==> config.mk <==
export PLATFORM = sky130hd
export DESIGN_NAME = seg_scan_decoder
export DESIGN_NICKNAME = d
export VERILOG_FILES = /design/src/rtl/seg_pkg.sv /design/src/rtl/seg_pattern_decode.sv /design/src/rtl/seg_scan_decoder.sv
export SDC_FILE = /design/constraint.sdc
export NUM_CORES = 1
export LEC_CHECK = 0
export ABC_AREA = 0
export CAP_MARGIN = 5
export CORE_ASPECT_RATIO = 1.5
export CORE_MARGIN = 10
export CORE_UTILIZATION = 55
export DETAILED_ROUTE_END_ITERATION = 10
export GPL_ROUTABILITY_DRIVEN = 0
export PLACE_DENSITY = 0.78
export SYNTH_ARGS = -nofsm -noshare
export SYNTH_HDL_FRONTEND = slang
export SYNTH_HIERARCHICAL = 1
export SYNTH_SLANG_ARGS = --single-unit
==> constraint.sdc <==
create_clock -name clk -period 10.9 [get_ports clk]
set_input_delay 3.27 -clock clk [delete_from_list [all_inputs] [get_ports clk]]
set_output_delay 3.27 -clock clk [all_outputs]
set_load 0.03 [all_outputs]
==> src/rtl/seg_pkg.sv <==
// seg_pkg: shared seven-segment constants and decoder FSM state type.
package seg_pkg;
   localparam logic [6:0] SEG_BLANK = 7'h7F;
   localparam logic [6:0] HEX_PAT [16] = '{
      7'h40, 7'h79, 7'h24, 7'h30, 7'h19, 7'h12, 7'h02, 7'h78,
      7'h00, 7'h10, 7'h08, 7'h03, 7'h46, 7'h21, 7'h06, 7'h0E
   };
   typedef enum logic [1:0] {IDLE, SETTLE, DWELL} state_t;
endpackage

==> src/rtl/seg_pattern_decode.sv <==
// seg_pattern_decode: active-low 7-segment pattern to hex nibble; blank is set for all-off and for unknown patterns.
module seg_pattern_decode
   import seg_pkg::*;
(
   input  logic [6:0] seg,
   output logic [3:0] nibble,
   output logic       blank,
   output logic       invalid
);
   always_comb begin
      nibble  = '0;
      blank   = 1'b1;
      invalid = (seg != SEG_BLANK);
      for (int k = 0; k < 16; k++)
         if (seg == HEX_PAT[k]) begin
            nibble  = 4'(k);
            blank   = 1'b0;
            invalid = 1'b0;
         end
   end
endmodule

==> src/rtl/seg_scan_decoder.sv <==
// seg_scan_decoder: recovers hex frames from a scanned active-low seven-segment display bus.
// Defining SEG_ERR_COUNT_EN adds a saturating err_count output.
module seg_scan_decoder
   import seg_pkg::*;
#(
   parameter int NUM_DIGITS    = 8,
   parameter int STABLE_CYCLES = 4
) (
   input  logic                    clk,
   input  logic                    rst_n,
   input  logic [NUM_DIGITS-1:0]   ss_digit,
   input  logic [6:0]              segment,
   output logic [4*NUM_DIGITS-1:0] value,
   output logic [NUM_DIGITS-1:0]   digit_blank,
   output logic                    frame_valid,
   output logic                    err_seg,
   output logic                    err_anode
`ifdef SEG_ERR_COUNT_EN
   ,
   output logic [7:0]              err_count
`endif
);
   localparam int W = NUM_DIGITS + 7;
   logic [W-1:0]            samp, samp_q;
   logic [3:0]              cnt, cnt_nx;
   state_t                  state;
   logic [NUM_DIGITS-1:0]   anodes, seen, fbuf_blank;
   logic [4*NUM_DIGITS-1:0] fbuf_val;
   logic [3:0]              nib;
   logic                    blank, invalid, chg, lit, ready, multi, do_cap;

   assign anodes = samp[W-1:7];
   assign chg    = samp != samp_q;
   assign lit    = ~&anodes;
   assign multi  = !$onehot(~anodes);
   assign cnt_nx = chg ? 4'd0 : (cnt == 4'(STABLE_CYCLES) ? cnt : cnt + 4'd1);
   // capture fires on the edge where the current sample completes its STABLE_CYCLES-long run
   assign ready  = lit && (chg || state == SETTLE) && cnt_nx == 4'(STABLE_CYCLES - 1);
   assign do_cap = ready && !multi;

   seg_pattern_decode u_dec (
      .seg    (samp[6:0]),
      .nibble (nib),
      .blank  (blank),
      .invalid(invalid)
   );

   always_ff @(posedge clk or negedge rst_n) begin
      if (!rst_n) begin
         samp        <= '0;
         samp_q      <= '0;
         cnt         <= '0;
         state       <= IDLE;
         seen        <= '0;
         fbuf_val    <= '0;
         fbuf_blank  <= '1;
         value       <= '0;
         digit_blank <= '1;
         frame_valid <= 1'b0;
         err_seg     <= 1'b0;
         err_anode   <= 1'b0;
      end else begin
         samp        <= {ss_digit, segment};
         samp_q      <= samp;
         cnt         <= cnt_nx;
         state       <= ready ? DWELL : chg ? (lit ? SETTLE : IDLE) : state;
         err_anode   <= ready && multi;
         err_seg     <= do_cap && invalid;
         frame_valid <= &seen;
         if (&seen) begin
            value       <= fbuf_val;
            digit_blank <= fbuf_blank;
         end
         seen <= (&seen ? '0 : seen) | (do_cap ? ~anodes : '0);
         for (int i = 0; i < NUM_DIGITS; i++)
            if (do_cap && !anodes[i]) begin
               fbuf_val[4*i +: 4] <= nib;
               fbuf_blank[i]      <= blank;
            end
      end
   end

`ifdef SEG_ERR_COUNT_EN
   logic [8:0] err_sum;
   assign err_sum = {1'b0, err_count} + 9'(err_seg) + 9'(err_anode);
   always_ff @(posedge clk or negedge rst_n) begin
      if (!rst_n) err_count <= '0;
      else        err_count <= err_sum[8] ? 8'hFF : err_sum[7:0];
   end
`endif
endmodule

# [Word-level counts from Yosys, hierarchy flattened]
# Cells that the tools add are included.
[word_totals] regBits=127 n_memories=0 ramBits=0 elab_cells=139 romBits=0 output_inout_bits=43 latchBits=0
[op_classes] n_lt_le_gt_ge=0 add_sub_neg=8 n_mux=54 bitwise=2 div=0 n_eq_ne=21 shift=0 mul=0 reduce_logical=28
[ops] operator="two-way mux 4 bit" count=10
[ops] operator="two-way mux 1 bit" count=34
[ops] operator="== test 7 bit, second input constant" count=4
[ops] operator="== test 7 x 5 -> 1 bit, second input constant" count=3
[ops] operator="== test 7 x 6 -> 1 bit, second input constant" count=3
[ops] operator="two-way mux 8 bit" count=2
[ops] operator="AND reduction 8 bit" count=2
[ops] operator="inequality test 15 bit" count=1
[ops] operator="== test 7 x 2 -> 1 bit, second input constant" count=2
[ops] operator="== test 7 x 4 -> 1 bit, second input constant" count=2
[ops] operator="logical AND 1 bit" count=13
[ops] operator="two-way mux 3 bit" count=4
[ops] operator="zero test 1 bit" count=10
[ops] operator="adder 1 x 1 -> 2 bit" count=4
[ops] operator="two-way mux 2 bit" count=4
[ops] operator="inverter 8 bit" count=1
[ops] operator="bitwise OR 8 bit" count=1
[ops] operator="== test 7 x 3 -> 1 bit, second input constant" count=1
[ops] operator="zero test 7 bit" count=1
[ops] operator="inequality test 7 bit, second input constant" count=1
[ops] operator="adder 2 x 2 -> 3 bit" count=2
[ops] operator="adder 3 x 3 -> 4 bit" count=1
[ops] operator="adder 4 x 1 -> 4 bit, second input constant" count=1
[ops] operator="== test 4 x 1 -> 1 bit, second input constant" count=1
[ops] operator="other kinds (5)" count=5

# [Logic depth before layout (Yosys ltp)]
[depth] word_depth=18 depth_mapped=13 mapped_depth_nobuf=12

# [By module]
# Netlist, hierarchy kept.
[modules_own_cells] module="seg_scan_decoder" n_inst=1 area_each_um2=5107.4 cells_per_inst=411
[modules_own_cells] module="seg_pattern_decode" n_inst=1 area_each_um2=384.1 cells_per_inst=53

# [Least setup slack after synthesis]
# No wires, ideal clock.
[synth_timing] path_type="register to register" start="reg samp[7]" end="reg fbuf_val[0]" required_time_ps=10775 path_stages_with_launch=14 setup_slack_ps=6999 arrival_time_ps=3776 path_cell_list="dfrtp_1 > fa_1 > inv_1 > fa_1 > fa_1 > ha_1 > inv_1 > fa_1 > and3b_1 > a41oi_2 > nor2_1 > and4_1 > buf_6 > mux2_4"
[synth_between] elab_chain_cells=7 word_cells_on_any_way=16 classes_between="add/sub: 3; eq/ne: 3; mux: 1; bitwise: 1; reduce/logical: 8"
[synth_lines] element="from (decl)" line_no="seg_scan_decoder.sv:24" source="logic [W-1:0] samp, samp_q;"
[synth_lines] element="from (signal assigned)" line_no="seg_scan_decoder.sv:63" source="samp <= {ss_digit, segment};"
[synth_lines] element="inverter 8 bit" line_no="seg_scan_decoder.sv:35" source="assign multi = !$onehot(~anodes);"
[synth_lines] element="adder 1 x 1 -> 2 bit (not written as such)" line_no="seg_scan_decoder.sv:35"
[synth_lines] element="adder 2 x 2 -> 3 bit (not written as such)" line_no="seg_scan_decoder.sv:35"
[synth_lines] element="adder 3 x 3 -> 4 bit (not written as such)" line_no="seg_scan_decoder.sv:35"
[synth_lines] element="== test 4 x 1 -> 1 bit" line_no="seg_scan_decoder.sv:35"
[synth_lines] element="logical AND 1 bit" line_no="seg_scan_decoder.sv:39" source="assign do_cap = ready && !multi;"
[synth_lines] element="logical AND 1 bit (*)" line_no="seg_scan_decoder.sv:76" source="if (do_cap && !anodes[i]) begin"
[synth_lines] element="to (signal, indexed assignment)" line_no="seg_scan_decoder.sv:77" source="fbuf_val[4*i +: 4] <= nib;"
[synth_lines] element="to (decl)" line_no="seg_scan_decoder.sv:28" source="logic [4*NUM_DIGITS-1:0] fbuf_val;"
# Mark *: on every way between the ends. The rest lies on a longest branch, timed or not.
# A chain may end at the register's enable or synchronous reset.

# [Final worst setup path]
[layout_timing] start="reg digit_blank[5]" end="out digit_blank[5]"
[layout_rtl] element="from (decl)" line_no="seg_scan_decoder.sv:14" source="output logic [NUM_DIGITS-1:0] digit_blank,"
[layout_rtl] element="from (signal assigned)" line_no="seg_scan_decoder.sv:72" source="digit_blank <= fbuf_blank;"
# No word-level cell between the ends.

==> impl.org <==
** Setup path
- STA classifies the critical path endpoint as an output port.
- Capture instance of the worst register-to-register path :: fbuf_val[15]$_DFFE_PN0P_
- The worst setup path is launched from a register.
- Register-to-Register Setup Slack :: 6.54 ns
- Required arrival time at the worst endpoint :: 7.63 ns
- In this run the worst setup path begins at digit_blank[5]$_DFFE_PN1P_.
- Worst reg2reg path startpoint :: samp[7]$_DFF_PN0_
- The largest single stage delay on the critical path is 0.67 ns.
- In this run the number of cells on the critical path is 1.
- The setup path with the least slack is of type register to output port.
- At the worst endpoint, the arrival time is 1.61 ns.
- Delay-heaviest family, CP :: buffers and inverters
- Critical-path cell with the highest stage delay :: sky130_fd_sc_hd__clkdlybuf4s50_1
- Crit path buf inv count :: 1
- Peak fanout along the critical path :: 2
- Measured in cells, the most critical reg-to-reg path has a length of 12.
- Cell-by-cell listing of the critical path :: clkdlybuf4s50_1

** Detailed routing
- For this block, the initial DRC count from the detailed router was 160.
- The first detailed-routing pass took 4 iterations.
- After detailed routing, the number of vias per cell comes to 5.413.
- The final layout contains routed wiring with a total length of 10,720 um.
- After detailed routing, the number of remaining DRC violations is 0.
- Detailed routing inserted a total of 3,513 vias.
- In the final routed layout, each cell accounts on average for 16.52 um.
- The count of nets left with antenna violations once routing finished came out at 0.

** Logic synthesis
- After synthesis the cells add up to 5492 um^2.
- Of the synthesized area, sequential elements account for 58.24%.
- Of the total synthesized cell area, the portion taken by AND, OR, NAND and NOR gates is 17.82%.
- Yosys instantiated no cell more often than sky130_fd_sc_hd__nand2_1.
- After synthesis, the largest family of logic cells by area is simple AND/OR/NAND/NOR gates.
- Counting flops with an async set or reset pin after synthesis yields a share of 100.0%.
- In this run the biggest area consumer among cell types represents 50.58% of the synthesized area.
- Synthesized netlist net count :: 491
- Post-synth EDFFs :: 0
- Adder-Cell Fraction of Synth Area :: 2.825%
- Compound-gate portion of the synthesized area :: 3.919%
- Yosys attributes the largest share of cell area to sky130_fd_sc_hd__dfrtp_1 51%, sky130_fd_sc_hd__nand2_1 8.9%, sky130_fd_sc_hd__mux2_4 8.2%, sky130_fd_sc_hd__dfstp_2 7.7%, sky130_fd_sc_hd__xnor2_1 2.1%.
- Multiplexer cells account for 10.44% of the synthesized area.
- Yosys warning total :: 6
- Of the total synthesized cell area, the portion taken by XOR and XNOR cells is 2.711%.
- Synthesis inferred 127 register bits.
- Synth Instances :: 464
- Average instance area after synthesis :: 11.84 um^2
- Among all flip-flop cells after synthesis, the most frequent one is sky130_fd_sc_hd__dfrtp_1.
- List of most frequent post-synthesis cells :: 130 x sky130_fd_sc_hd__nand2_1, 111 x sky130_fd_sc_hd__dfrtp_1, 30 x sky130_fd_sc_hd__mux2_4, 21 x sky130_fd_sc_hd__nor2_1
- The synthesized netlist contains 55 unique library cells.
- Yosys top cell by area :: sky130_fd_sc_hd__dfrtp_1

** Clock network
- TritonCTS created 17 clock buffers.
- Number of cells upsized or downsized after cts :: 0
- The root buffer cell chosen for the clock tree is sky130_fd_sc_hd__clkbuf_16.
- Insertion delay to the later sink of the worst-skew pair :: 0.41 ns
- Clock tree from TritonCTS :: built
- CTS sink cnt :: 127
- The H-tree generated during clock tree synthesis spans 4 levels.
- Buffer count from post-CTS setup fixing :: 0
- Longest Clk Path Bufs :: 2
- After clock tree synthesis, the flow added hold-fix buffers numbering 0.
- Clock-pin slew was measured on the worst setup and hold paths at 0.05 ns.

** Timing
- At the pin with the least slew margin, the transition time is 1.233 ns.
- The final number of hold-violating endpoints is 0.
- The worst path needs 4.885 ns of the cycle, external delays included.
- Final Cycle Share :: 44.81%
- Setup repair after global routing missed its margin :: no
- Setup TNS after final layout :: 0 ns
- Hold Worst Slack :: 0.4545 ns
- Maximum frequency from static timing analysis :: 204.7 MHz
- Endpoints failing setup :: 0
- Worst slew margin relative to its limit :: 17.72%
- The number of max-slew violations in the final report was 0.
- Clock tree skew after final layout :: 0.007213 ns

** Power and ir drop
- In this run the static leakage power is 3.192 nW.
- VDD IR max :: 0.1192 mV
- Total power for the finished layout comes to 0.001023 W.
- For this design the ratio of total power to cell area is 155.4 nW/um^2.

** GRT
- Maximum number of pins on one net before global-route repair :: 90
- All-Layer GR Usage :: 15.84%
- Number of antenna violations at the first check in global routing :: 0
- The number of global-route vias before repair came to 3,657.
- The first global-routing pass estimated 18,040 um of wire.
- Residual overflow from global routing :: 0

** Final layout
- Cells fill 67.60% of the core in the end.
- The repair_antennas step left the layout with diodes totalling 0.
- The net count of the finished layout is 548.
- Signed area change from the synthesized netlist to the final layout :: 19.96%
- Filler-free cell count of the finished design :: 649
- In the final layout, the share of cells above drive strength 1 is 18.35%.

** Floorplanning
- Width of the die :: 101.6 um
- The initial utilization of the core area, before any placement, comes to 56.36%.
- Number of placement rows :: 44
- 60 I/O pins were placed.
- The total area inside the core boundary comes to 9744 um^2.
- Die footprint :: 14,460 um^2
- The die is 142.4 um tall.

** Hold path
- In this run the worst hold path is classified as register to register.
- Hold Crit Depth :: 2
- In this run the most critical hold path is launched from digit_blank[3]$_DFFE_PN1P_.
- Hold Crit Endpoint :: digit_blank[3]$_DFFE_PN1P_

** Status
- Result of the run :: finished clean

** Placement
- The number of placed instances, taps included, is 617.
- Buffers on Ports :: 59
- Placed wire-length estimate after detailed placement :: 7192 um

** Flow run
- Across the run, the number of max-cap violations was 0.
==> metal layers <==
layer	part of all wire [%]	global-route usage [%]	up-vias
met5	0	0	-
met4	2.6	8.239	0
met3	5.9	5.007	24
met2	51	25.02	101
met1	41	18.84	1735
li1	-	-	1653
==> through the flow <==
stage	setup WS, ns	cell area (um^2)
6_report	6.015	6588
5_1_grt	5.976	6588
4_1_cts	5.988	6588
3_5_place_dp	6.126	6083
3_3_place_gp	6.211	6083
2_1_floorplan	6.999	5492
==> placed cells by master, fill, tap and decap left out, types with 3 or more instances in the layout <==
cell type                         count
sky130_fd_sc_hd__nand2_1            130
sky130_fd_sc_hd__dfrtp_1            111
sky130_fd_sc_hd__clkdlybuf4s50_1     58
sky130_fd_sc_hd__mux2_4              30
sky130_fd_sc_hd__nor2_1              21
sky130_fd_sc_hd__clkbuf_16           17
sky130_fd_sc_hd__inv_1               16
sky130_fd_sc_hd__dfstp_2             16
sky130_fd_sc_hd__xnor2_1             13
sky130_fd_sc_hd__mux2_2              10
sky130_fd_sc_hd__nand4_1              8
sky130_fd_sc_hd__clkinv_2             7
sky130_fd_sc_hd__and4_1               6
sky130_fd_sc_hd__a21o_1               6
sky130_fd_sc_hd__ha_1                 6
sky130_fd_sc_hd__clkbuf_1             6
sky130_fd_sc_hd__nand3_1              5
sky130_fd_sc_hd__xor2_1               4
sky130_fd_sc_hd__nor3_1               4
sky130_fd_sc_hd__fa_1                 4
sky130_fd_sc_hd__buf_4                4
sky130_fd_sc_hd__nand2b_1             3
sky130_fd_sc_hd__o21ai_0              3
sky130_fd_sc_hd__a21oi_1              3
sky130_fd_sc_hd__nand4b_1             3
==> flip-flops by register name, indices dropped and copies added (netlist names), 4 cells and up <==
name and cells:
value 32, samp_q 15, cnt 4, fbuf_blank 8, seen 8, fbuf_val 32, samp 15, digit_blank 8
==> worst max-delay path by stage <==
stage,end,slack (ns)
3_3_place_gp,samp[1]$_DFF_PN0_,6.21
2_1_floorplan,fbuf_val[0]$_DFFE_PN0P_,7.00
6_report,digit_blank[5],6.02
3_5_place_dp,samp[4]$_DFF_PN0_,6.13
5_1_grt,digit_blank[5],5.98
4_1_cts,digit_blank[5],5.99
==> kinds of logic after synthesis <==
| family | after synthesis |
|---|---|
| and+or+nand+nor | 202 |
| AOI/OAI and AO/OA | 27 |
| xor gates and xnor gates | 17 |
| muxes | 41 |
| buffers and inverters | 40 |
| DFF | 127 |
| adders and majority gates | 10 |
==> where the power goes <==
group          switching, W  total [W]  internal (W)
logic             0.0000326  0.0000555     0.0000229
registers        0.00000936   0.000487      0.000478
clock network      0.000188   0.000481      0.000292
==> layout make-up <==
cell class / instances / area, um^2
Multi-Input combinational cell: 297 / 2071
Clock buffer: 24 / 461.7
Inverter: 16 / 60.06
Sequential cell: 127 / 3198
Clock inverter: 8 / 42.54
Timing Repair Buffer: 62 / 610.6
Fill cell: 702 / 3157
Tap cell: 115 / 143.9
(Power assumes the default switching activity.)
==> RTL edit, RTL diff (config.mk and constraints unchanged) <==
The option `SEG_ERR_COUNT_EN` is turned on by a define.
--- a/src/rtl/seg_scan_decoder.sv
+++ b/src/rtl/seg_scan_decoder.sv
@@ -1,5 +1,7 @@
 // seg_scan_decoder: recovers hex frames from a scanned active-low seven-segment display bus.
 // Defining SEG_ERR_COUNT_EN adds a saturating err_count output.
+`define SEG_ERR_COUNT_EN
+
 module seg_scan_decoder
    import seg_pkg::*;
 #(
Formal check against the unedited RTL (old outputs only; new: err_count): equivalent (equiv_simple and equiv_induct, registers matched by name and starting in step).
==> RTL edit against the unedited design <==
Critical endpoint is now digit_blank[6]; area after synthesis is 6.2% higher; clock power rose by 23%; cell area is 9.0% higher; power grew 14%; setup slack lost 0.016 ns; first-iteration DRC count down 11%; combinational power rose by 1%; routed wire length grew 12%; sequential cell count grew 8; count of clock-buffer cells in the layout decreased by 3; register-to-register slack about the same; via count increased by 11%.
==> RTL edit: results (changes against the unedited design) <==
INFO  metric first_global_vias = 4106 (+12%)
INFO  metric largest_net_degree_at_the_start_of_global_routing = 70 (-22%)
INFO  metric drt-vias-per-instance = 5.360 (-0.99%)
INFO  metric synth_xor_area_share = 3.152% (+0.44 points)
INFO  metric finish.net_count = 598 (+9.1%)
INFO  metric first_pass_grt_wire_length = 19.87 mm (+10%)
INFO  metric status = finished, final reports clean
INFO  metric leakage = 0.003480 uW (+9.0%)
INFO  metric vdd.ir_drop.worst = 0.0001537 V (+29%)
INFO  metric clk-power = 592 uW (+23%)
INFO  metric globalRouteMet1Util = 16.29% (-2.6 points)
INFO  metric groute.layer.met2.usage = 29.36% (+4.3 points)
INFO  metric hold-worst-slack = 0.4560 ns (+0.001526 ns)
INFO  metric route.layer.met1.wl = 4.666 mm (+6.5%)
INFO  metric compound_gate_portion_of_the_synthesized_area = 3.774% (-0.14 points)
INFO  metric netlist_top_cells_count = 140 x nand2_1, 119 x dfrtp_1, 22 x nor2_1
INFO  metric grt_usage = 16.10% (+0.27 points)
INFO  metric mappedNetlistNets = 532 (+8.4%)
INFO  metric crit_arrival = 1.63 ns (+0.02 ns)
INFO  metric finClkSkew = 0.01099 ns (+0.003778 ns)
INFO  metric hold_path.startpoint = digit_blank[2]$_DFFE_PN1P_
INFO  metric drive_above_1_share = 17.18% (-1.2 points)
INFO  metric detailedPlacementHpwl = 7.991 mm (+11%)
INFO  metric crit-reg2reg-capture = fbuf_val[10]$_DFFE_PN0P_
INFO  metric wl_met3 = 534 um (-16%)
INFO  metric groute.layer.met3.usage = 4.978% (-0.029 points)
INFO  metric io_buffers = 67 (+14%)
INFO  metric hold_end = digit_blank[2]$_DFFE_PN1P_
INFO  metric final_wl = 11.99 mm (+12%)
INFO  metric timing_worst_slew_pin_value = 1.215 ns (-0.01771 ns)
RTL edit: cell count changes after synthesis, moves of 2 or more:
cell,before,now
mux2_4,30,20
nand2_1,130,140
and3_1,2,4
inv_1,16,21
mux2_1,0,5
nor2b_1,0,2
o21ai_0,3,5
dfrtp_1,111,119
xor2_1,4,7
mux2_2,10,15
RTL edit: metrics by stage:
step           setup slack, ns  area, um2  utilization [%]  power [uW]  cells
3_3_place_gp             6.142       6551            62.54       577.3    694
6_report                 5.999       7178            68.53        1165    726
2_1_floorplan            6.974       5834                -       556.4    503
5_1_grt                  5.972       7178            68.53        1202    726
3_5_place_dp             6.080       6551            62.54       581.0    694
4_1_cts                  5.981       7178            68.53        1171    726
RTL edit: layout make-up:
class | instances | area [um2]
well taps | 144 | 180.2
fillers | 783 | 3297
clock inverters | 11 | 146.4
clock buffers | 21 | 480.5
multi-input cells | 324 | 2203
inverters | 21 | 78.83
repair buffers | 70 | 690.7
flip-flops and latches | 135 | 3398
